## config.mk

```make
export PLATFORM = sky130hd
export DESIGN_NAME = bcd_serial_alu
export DESIGN_NICKNAME = d
export VERILOG_FILES = /design/src/rtl/bcd_pkg.sv /design/src/rtl/bcd_digit_alu.sv /design/src/rtl/bcd_serial_alu.sv
export SDC_FILE = /design/constraint.sdc
export NUM_CORES = 1
export LEC_CHECK = 0
export ABC_CLOCK_PERIOD_IN_PS = 6800
export BUFFER_PORTS_ARGS = -buffer_cell sky130_fd_sc_hd__buf_2
export CAP_MARGIN = 20
export CORE_MARGIN = 4
export CORE_UTILIZATION = 25
export DETAILED_ROUTE_END_ITERATION = 12
export GPL_ROUTABILITY_DRIVEN = 0
export SYNTH_ARGS = -nofsm -noshare
export SYNTH_HDL_FRONTEND = slang
export SYNTH_SLANG_ARGS = --single-unit
```

## constraint.sdc

```tcl
create_clock -name clk -period 6.8 [get_ports clk]
set_clock_uncertainty 0.05 [all_clocks]
set_input_delay 0.68 -clock clk [delete_from_list [all_inputs] [get_ports clk]]
set_output_delay 0.68 -clock clk [all_outputs]
set_load 0.01 [all_outputs]
```

## src/rtl/bcd_pkg.sv

```systemverilog
// Shared types and decimal constants for the serial packed-BCD ALU.
package bcd_pkg;

    typedef logic [3:0] bcd_digit_t;

    typedef enum logic [1:0] {
        IDLE,
        BUSY,
        DONE
    } bcd_state_e;

    localparam bcd_digit_t  BCD_MAX  = 4'd9;
    localparam bcd_digit_t  BCD_ADJ  = 4'd6;
    localparam int unsigned BCD_BASE = 10;

endpackage

```

## src/rtl/bcd_digit_alu.sv

```systemverilog
// Single-digit BCD add/subtract with carry/borrow; time-multiplexed by the top.
// Optional BCD_CHECK_EN adds a flag for operand digits above 9.
module bcd_digit_alu
    import bcd_pkg::*;
(
    input  bcd_digit_t a,
    input  bcd_digit_t b,
    input  logic       cin,
    input  logic       sub,
    output bcd_digit_t digit,
    output logic       cout
`ifdef BCD_CHECK_EN
    ,
    output logic       invalid
`endif
);

    logic [4:0]        w_sum;
    logic signed [5:0] w_diff;

    assign w_sum  = {1'b0, a} + {1'b0, b} + {4'b0, cin};
    assign w_diff = $signed({2'b0, a}) - $signed({2'b0, b}) - $signed({5'b0, cin});

    // Only the low nibble of the adjusted value is kept, so 4-bit wrap is exact.
    always_comb begin
        digit = w_sum[3:0];
        cout  = 1'b0;
        if (sub) begin
            if (w_diff < 0) begin
                digit = w_diff[3:0] + 4'(BCD_BASE);
                cout  = 1'b1;
            end else begin
                digit = w_diff[3:0];
            end
        end else if (w_sum > {1'b0, BCD_MAX}) begin
            digit = w_sum[3:0] + BCD_ADJ;
            cout  = 1'b1;
        end
    end

`ifdef BCD_CHECK_EN
    assign invalid = (a > BCD_MAX) || (b > BCD_MAX);
`endif

endmodule

```

## src/rtl/bcd_serial_alu.sv

```systemverilog
// Multi-digit packed-BCD add/subtract, one digit per clock, LSD first.
// Optional BCD_CHECK_EN adds out_invalid reporting non-BCD operand digits.
module bcd_serial_alu
    import bcd_pkg::*;
#(
    parameter int unsigned DIGITS = 4
) (
    input  logic                clk,
    input  logic                rst_n,
    input  logic                in_valid,
    output logic                in_ready,
    input  logic [4*DIGITS-1:0] in_a,
    input  logic [4*DIGITS-1:0] in_b,
    input  logic                in_sub,
    input  logic                in_cin,
    output logic                out_valid,
    input  logic                out_ready,
    output logic [4*DIGITS-1:0] out_res,
    output logic                out_carry,
    output logic                out_zero
`ifdef BCD_CHECK_EN
    ,
    output logic                out_invalid
`endif
);

    localparam int unsigned IDX_W = $clog2(DIGITS) + 1;
    localparam int unsigned W     = 4 * DIGITS;

    bcd_state_e       r_state;
    logic [W-1:0]     r_a;
    logic [W-1:0]     r_b;
    logic             r_sub;
    logic             r_carry;
    logic [IDX_W-1:0] r_idx;
    logic [W-1:0]     r_res;
    logic             r_zero;
    logic             r_in_ready;
    logic             r_out_valid;

    bcd_digit_t       w_a_dig;
    bcd_digit_t       w_b_dig;
    bcd_digit_t       w_digit;
    logic             w_cout;
    logic [W-1:0]     w_res_next;
    logic             w_last;

    assign w_a_dig = r_a[4*r_idx +: 4];
    assign w_b_dig = r_b[4*r_idx +: 4];
    assign w_last  = (r_idx == IDX_W'(DIGITS - 1));

`ifdef BCD_CHECK_EN
    logic w_dig_invalid;
    logic r_invalid;
`endif

    bcd_digit_alu u_digit_alu (
        .a       (w_a_dig),
        .b       (w_b_dig),
        .cin     (r_carry),
        .sub     (r_sub),
        .digit   (w_digit),
        .cout    (w_cout)
`ifdef BCD_CHECK_EN
        ,
        .invalid (w_dig_invalid)
`endif
    );

    always_comb begin
        w_res_next = r_res;
        w_res_next[4*r_idx +: 4] = w_digit;
    end

    always_ff @(posedge clk) begin
        if (!rst_n) begin
            r_state     <= IDLE;
            r_a         <= '0;
            r_b         <= '0;
            r_sub       <= 1'b0;
            r_carry     <= 1'b0;
            r_idx       <= '0;
            r_res       <= '0;
            r_zero      <= 1'b0;
            r_in_ready  <= 1'b1;
            r_out_valid <= 1'b0;
`ifdef BCD_CHECK_EN
            r_invalid   <= 1'b0;
`endif
        end else begin
            case (r_state)
                IDLE: begin
                    if (in_valid && r_in_ready) begin
                        r_a        <= in_a;
                        r_b        <= in_b;
                        r_sub      <= in_sub;
                        r_carry    <= in_cin;
                        r_idx      <= '0;
                        r_res      <= '0;
                        r_zero     <= 1'b0;
                        r_in_ready <= 1'b0;
                        r_state    <= BUSY;
`ifdef BCD_CHECK_EN
                        r_invalid  <= 1'b0;
`endif
                    end
                end
                BUSY: begin
                    r_res   <= w_res_next;
                    r_carry <= w_cout;
                    r_idx   <= r_idx + IDX_W'(1);
`ifdef BCD_CHECK_EN
                    r_invalid <= r_invalid | w_dig_invalid;
`endif
                    if (w_last) begin
                        r_zero      <= (w_res_next == '0);
                        r_out_valid <= 1'b1;
                        r_state     <= DONE;
                    end
                end
                DONE: begin
                    // in_ready rises only after the output handshake edge.
                    if (out_ready) begin
                        r_out_valid <= 1'b0;
                        r_in_ready  <= 1'b1;
                        r_state     <= IDLE;
                    end
                end
                default: begin
                    r_state     <= IDLE;
                    r_in_ready  <= 1'b1;
                    r_out_valid <= 1'b0;
                end
            endcase
        end
    end

    assign in_ready  = r_in_ready;
    assign out_valid = r_out_valid;
    assign out_res   = r_res;
    assign out_carry = r_carry;
    assign out_zero  = r_zero;
`ifdef BCD_CHECK_EN
    assign out_invalid = r_invalid;
`endif

endmodule
```

**Yosys cells after proc, flatten, opt, wreduce, memory -nomap -nowiden**

Index checks and enable logic that the tools add are counted.

- Add/subtract/negate cells: 8
- Bitwise operators: 2
- Reduce and logical (&&, ||, !) cells: 10
- Magnitude comparators: 2
- Muxes and demuxes: 25
- Shift-type cells: 4
- Equality and inequality tests: 6

Operator list:

| cell | count |
|---|---|
| 5-bit negator with 34-bit output | 1 |
| 4-bit by 34-bit variable shift with 16-bit output (first input constant) | 1 |
| 4-bit by 34-bit variable part select with 16-bit output | 1 |
| 16-bit one-hot mux with 2 select lines | 1 |
| 16-bit by 6-bit variable part select with 4-bit output | 2 |
| 16-bit bitwise mux | 1 |
| 16-bit zero test | 1 |
| 16-bit 2-to-1 mux | 1 |
| 4-bit 2-to-1 mux | 3 |
| 3-bit AND reduction | 4 |
| 1-bit 2-to-1 mux | 9 |
| 6-bit by 1-bit less-than comparator with 1-bit output (second input constant) | 1 |
| 2-bit 2-to-1 mux | 3 |
| 2-bit inequality test (second input constant) | 3 |
| 1-bit one-hot mux with 3 select lines | 2 |
| 2-bit one-hot mux with 3 select lines | 1 |
| 3-bit one-hot mux with 2 select lines | 1 |
| 5-bit by 2-bit subtractor with 6-bit output | 1 |
| 4-bit by 4-bit adder with 5-bit output | 1 |
| 5-bit by 1-bit adder with 5-bit output | 1 |
| 5-bit by 4-bit greater-than comparator with 1-bit output (second input constant) | 1 |
| 4-bit by 4-bit subtractor with 5-bit output | 1 |
| 4-bit by 3-bit adder with 4-bit output (second input constant) | 1 |
| 4-bit adder (second input constant) | 1 |
| other kinds (11) | 14 |

- Logic and storage cells: 67
- Input bits: 38
- Register bits after elaboration: 58
- Output and inout bits: 20

**Longest topological paths before layout**

- Depth after elaboration: 11
- Gate-level depth with buffers: 20
- Depth with buffers taken out: 19

**Hierarchy**

From an unflattened synthesis, not the netlist that was laid out.

- Cells, all modules: 388
- Area, all modules: 3,239.4 um^2

By module, submodules not included:

| module | area an instance (um^2) | times used | cells each | sequential area each (um^2) |
|---|---|---|---|---|
| bcd_serial_alu | 2,612.5 | 1 | 313 | 1,161.1 |
| bcd_digit_alu | 626.9 | 1 | 75 | 0.0 |

**Worst setup path after synthesis**

OpenSTA, ideal clock, no wires.

- Path type: register to register
- Start point: reg r_idx[0]
- End point: reg r_zero, in the netlist out_zero
- Clock period less this slack: 4,201 ps
- Arrival: 4,034 ps
- Cell stages (with the launch flop): 19
- Path slack: 2,599 ps
- Library setup time: 118 ps
- Data required time: 6,632 ps
- Buffers on the path: 1
- Path through: dfxtp_1 > buf_1 > mux4_2 > and2_1 > ha_1 > inv_1 > fa_1 > inv_1 > ha_1 > xnor2_1 > inv_1 > ha_1 > nor2_1 > a221oi_1 > a2111o_1 > o2111ai_1 > o211ai_2 > o2111ai_1 > o21ai_1

- Longest elaborated chain between the ends: 11
- Elaborated cells on any way between the ends: 23
- Classes of those cells: 7 x add/sub; 2 x order compare; 2 x eq/ne; 4 x shift; 6 x mux; 2 x reduce/logical

Ends and longest elaborated chain:

| item | line | text |
|---|---|---|
| start, declared | bcd_serial_alu.sv:35 | `logic [IDX_W-1:0] r_idx;` |
| start signal, assigned | bcd_serial_alu.sv:111 | `r_idx <= r_idx + IDX_W'(1);` |
| 16-bit by 6-bit variable part select with 4-bit output, on equally long branches | bcd_serial_alu.sv:48, bcd_serial_alu.sv:49 |  |
| 4-bit by 4-bit subtractor with 5-bit output / 4-bit by 4-bit adder with 5-bit output (equally long branches) | bcd_digit_alu.sv:22, bcd_digit_alu.sv:21 |  |
| 5-bit by 2-bit subtractor with 6-bit output / 5-bit by 1-bit adder with 5-bit output (equally long branches) | bcd_digit_alu.sv:22, bcd_digit_alu.sv:21 |  |
| 6-bit by 1-bit less-than comparator with 1-bit output, or another cell as far along | bcd_digit_alu.sv:29 | `if (w_diff < 0) begin` |
| 4-bit 2-to-1 mux, on equally long branches | bcd_digit_alu.sv:29, bcd_digit_alu.sv:35 |  |
| 4-bit 2-to-1 mux | bcd_digit_alu.sv:28 | `if (sub) begin` |
| 4-bit by 34-bit variable part select with 16-bit output | bcd_serial_alu.sv:72 | `w_res_next[4*r_idx +: 4] = w_digit;` |
| 16-bit bitwise mux | bcd_serial_alu.sv:72 |  |
| 16-bit zero test | bcd_serial_alu.sv:116 | `r_zero <= (w_res_next == '0);` |
| 1-bit 2-to-1 mux | bcd_serial_alu.sv:115 | `if (w_last) begin` |
| 1-bit one-hot mux with 2 select lines | bcd_serial_alu.sv:91 | `case (r_state)` |
| end signal, assigned | bcd_serial_alu.sv:116 |  |
| end, declared | bcd_serial_alu.sv:37 | `logic r_zero;` |

Parallel ways exist; a longest one is shown, timed or not. The select of a mux whose other input is x is not followed.
A chain may end at the register's enable or synchronous reset.

**Worst setup path in the final report**

- Start point: reg r_idx[1]
- End point: reg r_zero, in the netlist out_zero

The elaborated chain is that of the path after synthesis.

==> run_results.csv <==
group,metric,value,unit
floorplan,dieArea,16200,um2
clock_network,cts_inserted_buffers,9,
floorplan,rows,43,
sta,max_slew_margin,0.383,
sta,hold_ws,0.411,ns
setup_path,cpPeakStageDelay,0.92,ns
logic_synthesis,synth_xor_area_frac,0.0190,
pwr,p_int,0.000830,W
global_route,grt_pass1_vias,3311,
global_route,grt_first_pass_wirelength,16200,um
route,routed_wl,9660,um
route,drt_first_pass_iters,5,
logic_synthesis,synth.area.mux_share,0.0529,
logic_synthesis,synth_most_common_cell,"nand2_1",
sta,min_period,4.61,ns
pwr,combPwrFrac,0.289,
logic_synthesis,synth_edf_count,0,
pwr,p_sw,0.000374,W
cells_and_area,n_antenna_cell,0,
clock_network,clock_sinks,58,
floorplan,die_h,127,um
clock_network,clock_latency,0.32,ns
route,routed-via-count,3205,
outcome,status,"finished, final reports clean",
setup_path,critPathTopFamily,"compound AO/OA/AOI/OAI gates",
pwr,max-vdd-ir-drop,0.000140,V
sta,rsz0062_at_grt,"no",
logic_synthesis,yosysUniqueCellTypes,68,
logic_synthesis,synth_simple_gate_area_frac,0.255,
clock_network,clock_path_buffers,2,
logic_synthesis,synth_seq_area_share,0.327,
setup_path,start_kind,"flip-flop",
global_route,grt_start_max_net_pins,60,
pwr,total_leakage_power,1.67,nW
logic_synthesis,netlist.area_leader.share,0.327,
floorplan,die_w,127,um
setup_path,slowest_stage,"dfxtp_1",
sta,finalSetupViolCount,0,
logic_synthesis,synth_top_family_by_area,"simple AND/OR/NAND/NOR gates",
cells_and_area,syn_to_final_growth,21.4,%
sta,worst-slew-pin-transition,0.925,ns
cells_and_area,nNetsFinal,533,
logic_synthesis,synth_area,3550,um2
setup_path,required,6.96,ns
setup_path,critPathCaptureType,"flip-flop",
sta,fmax,217,MHz
sta,finalCritPeriodShare,0.678,
global_route,antenna_found_initial,0,
worst_hold_path,holdCritStartpoint,"r_b[1]$_SDFFE_PN0P_",
setup_path,critical_path.startpoint,"r_idx[1]$_SDFFE_PN0P_",
logic_synthesis,async_flop_share,0,
logic_synthesis,synth_largest_area_cell,"dfxtp_1",
cells_and_area,drive_gt1_frac,0.203,
logic_synthesis,syn_area_per_cell,8.25,um2
place,port_buffers,57,
global_route,track_usage,0.124,
clock_network,clock-root-buffer,"clkbuf_16",
logic_synthesis,synth_common_cells,"84 x nand2_1, 58 x dfxtp_1, 37 x a21boi_0",
pwr,swShare,0.310,
route,drt_iter0_markers,200,
logic_synthesis,synth_flop_cell,"dfxtp_1",
floorplan,initial_core_util,0.256,
floorplan,ios,58,
setup_path,cp_num_cells,17,
clock_network,cts_tree,"yes",
clock_network,clk_pin_slew,0.05,ns
setup_path,critPathArrivalTime,4.77,ns
logic_synthesis,synth_fa_ha_area_frac,0.0698,
logic_synthesis,synth_area_leaders,"dfxtp_1 33%, nand2_1 8.9%, a21boi_0 7.8%",
worst_hold_path,hold_class,"reg2reg",
worst_hold_path,hold_depth,2,
route,routed_via_density,4.84,
global_route,grt-ovfl-total,0,
sta,timing_hold_violations_final,0,
sta,fin_setup_tns,0,ns
setup_path,worstPathCellList,"mux4_2 -> and2_1 -> ha_1 -> inv_1 -> fa_1 -> inv_1 -> ha_1 -> xnor2_1 -> inv_1 -> ha_1 -> nor2_1 -> a221oi_1 -> a2111o_1 -> o2111ai_1 -> o211ai_2 -> o2111ai_1 -> o21ai_1",
setup_path,worst-path-buf-inv,3,
setup_path,rr_startpoint,"r_idx[1]$_SDFFE_PN0P_",
route,drcViolationCount,0,
logic_synthesis,synth-warning-count,0,
setup_path,critPathMaxFanout,23,
logic_synthesis,synth_compound_gate_area_share,0.228,
run,cap_violations,0,
setup_path,r2r_cells,17,
route,ant_nets,0,
place,hpwl,7110,um
sta,slew_viol_final,0,
pwr,powerDensity,279,nW/um2
logic_synthesis,ys_ff_latch,58,
clock_network,post_cts_buffers,0,
setup_path,critPathKind,"reg2reg",
pwr,p_seq_frac,0.310,
route,wl_per_cell,14.6,um
floorplan,core_area,13900,um2
clock_network,cts_resized,0,
clock_network,cts_hold_buf,0,
logic_synthesis,syn_inst,430,
logic_synthesis,synth_fp_nets,486,
clock_network,htreeDepth,3,
pwr,power.clock.fraction,0.400,
-- routing by layer --
metal | up-vias | GRT usage | routed length (um)
met5 | - | 0 | 0
met4 | 0 | 0.0473 | 176
met3 | 16 | 0.0301 | 376
met2 | 70 | 0.217 | 4900
met1 | 1513 | 0.147 | 4210
li1 | 1606 | - | -
-- final cells by class --
class,count,area (um2)
clock buffers,11,243
clock inverters,5,77.6
fillers,1489,9570
inverters,18,67.6
multi-input cells,329,2220
flip-flops and latches,58,1160
well taps,180,225
repair buffers,61,315
-- stage by stage --
step	cells	utilization	cell area (um2)	power, W	worst slack [ns]
2_1_floorplan	430	-	3550	0.000636	2.60
3_3_place_gp	646	0.287	3990	0.000708	2.45
3_5_place_dp	646	0.287	3990	0.000720	2.26
4_1_cts	662	0.310	4310	0.00121	2.24
5_1_grt	662	0.310	4310	0.00127	1.83
6_report	662	0.310	4310	0.00120	2.19
-- worst min-delay path, cell delays in order, from the launching register on --
cell	delay (ns)
dfxtp_1	0.30
nand2_1	0.05
a21boi_0	0.06
-- cells in the final DEF, fill, tap and decap left out, drive strengths merged, types with 8 or more instances in the layout --
cell,synthesis,routed
nor2b,16,16
nand3,16,16
a21boi,44,44
buf,7,61
nand2,84,84
inv,18,18
nor2,21,21
o21ai,15,15
a21oi,12,12
clkbuf,18,11
ha,15,15
nand2b,8,8
dfxtp,58,58
and2,10,10
-- final timing paths --
path | slack [ns] | to
worst min register to register | 0.41 | r_b[1]$_SDFFE_PN0P_
worst max-delay path | 2.19 | out_zero$_SDFFE_PN0P_
worst min-delay path | 0.41 | r_b[1]$_SDFFE_PN0P_
worst max register to register | 2.19 | out_zero$_SDFFE_PN0P_
-- cells by family (layout without fill, tap and decap cells) --
kind of cell	after synthesis	count (layout)
simple gates	181	181
xor+xnor	6	6
compound gates	111	111
flops	58	58
mux	13	13
buf+inv	43	95
fa+ha+maj	18	18
-- flip-flops by register name, indices dropped and copies added (netlist names) --
signal and cells:
r_state 2, in_ready 1, r_b 16, out_valid 1
out_res 16, out_zero 1, r_idx 3, out_carry 1
r_a 16, r_sub 1
-- power by group through the flow --
stage	sequential [W]	combinational [W]	clock, W
final	0.000373	0.000348	0.000481
after detailed placement	0.000380	0.000340	0
after global placement	0.000380	0.000328	0
after CTS	0.000373	0.000344	0.000492
after global routing	0.000376	0.000384	0.000511
after floorplan	0.000375	0.000262	0
Power figures use the tool's default switching activity.
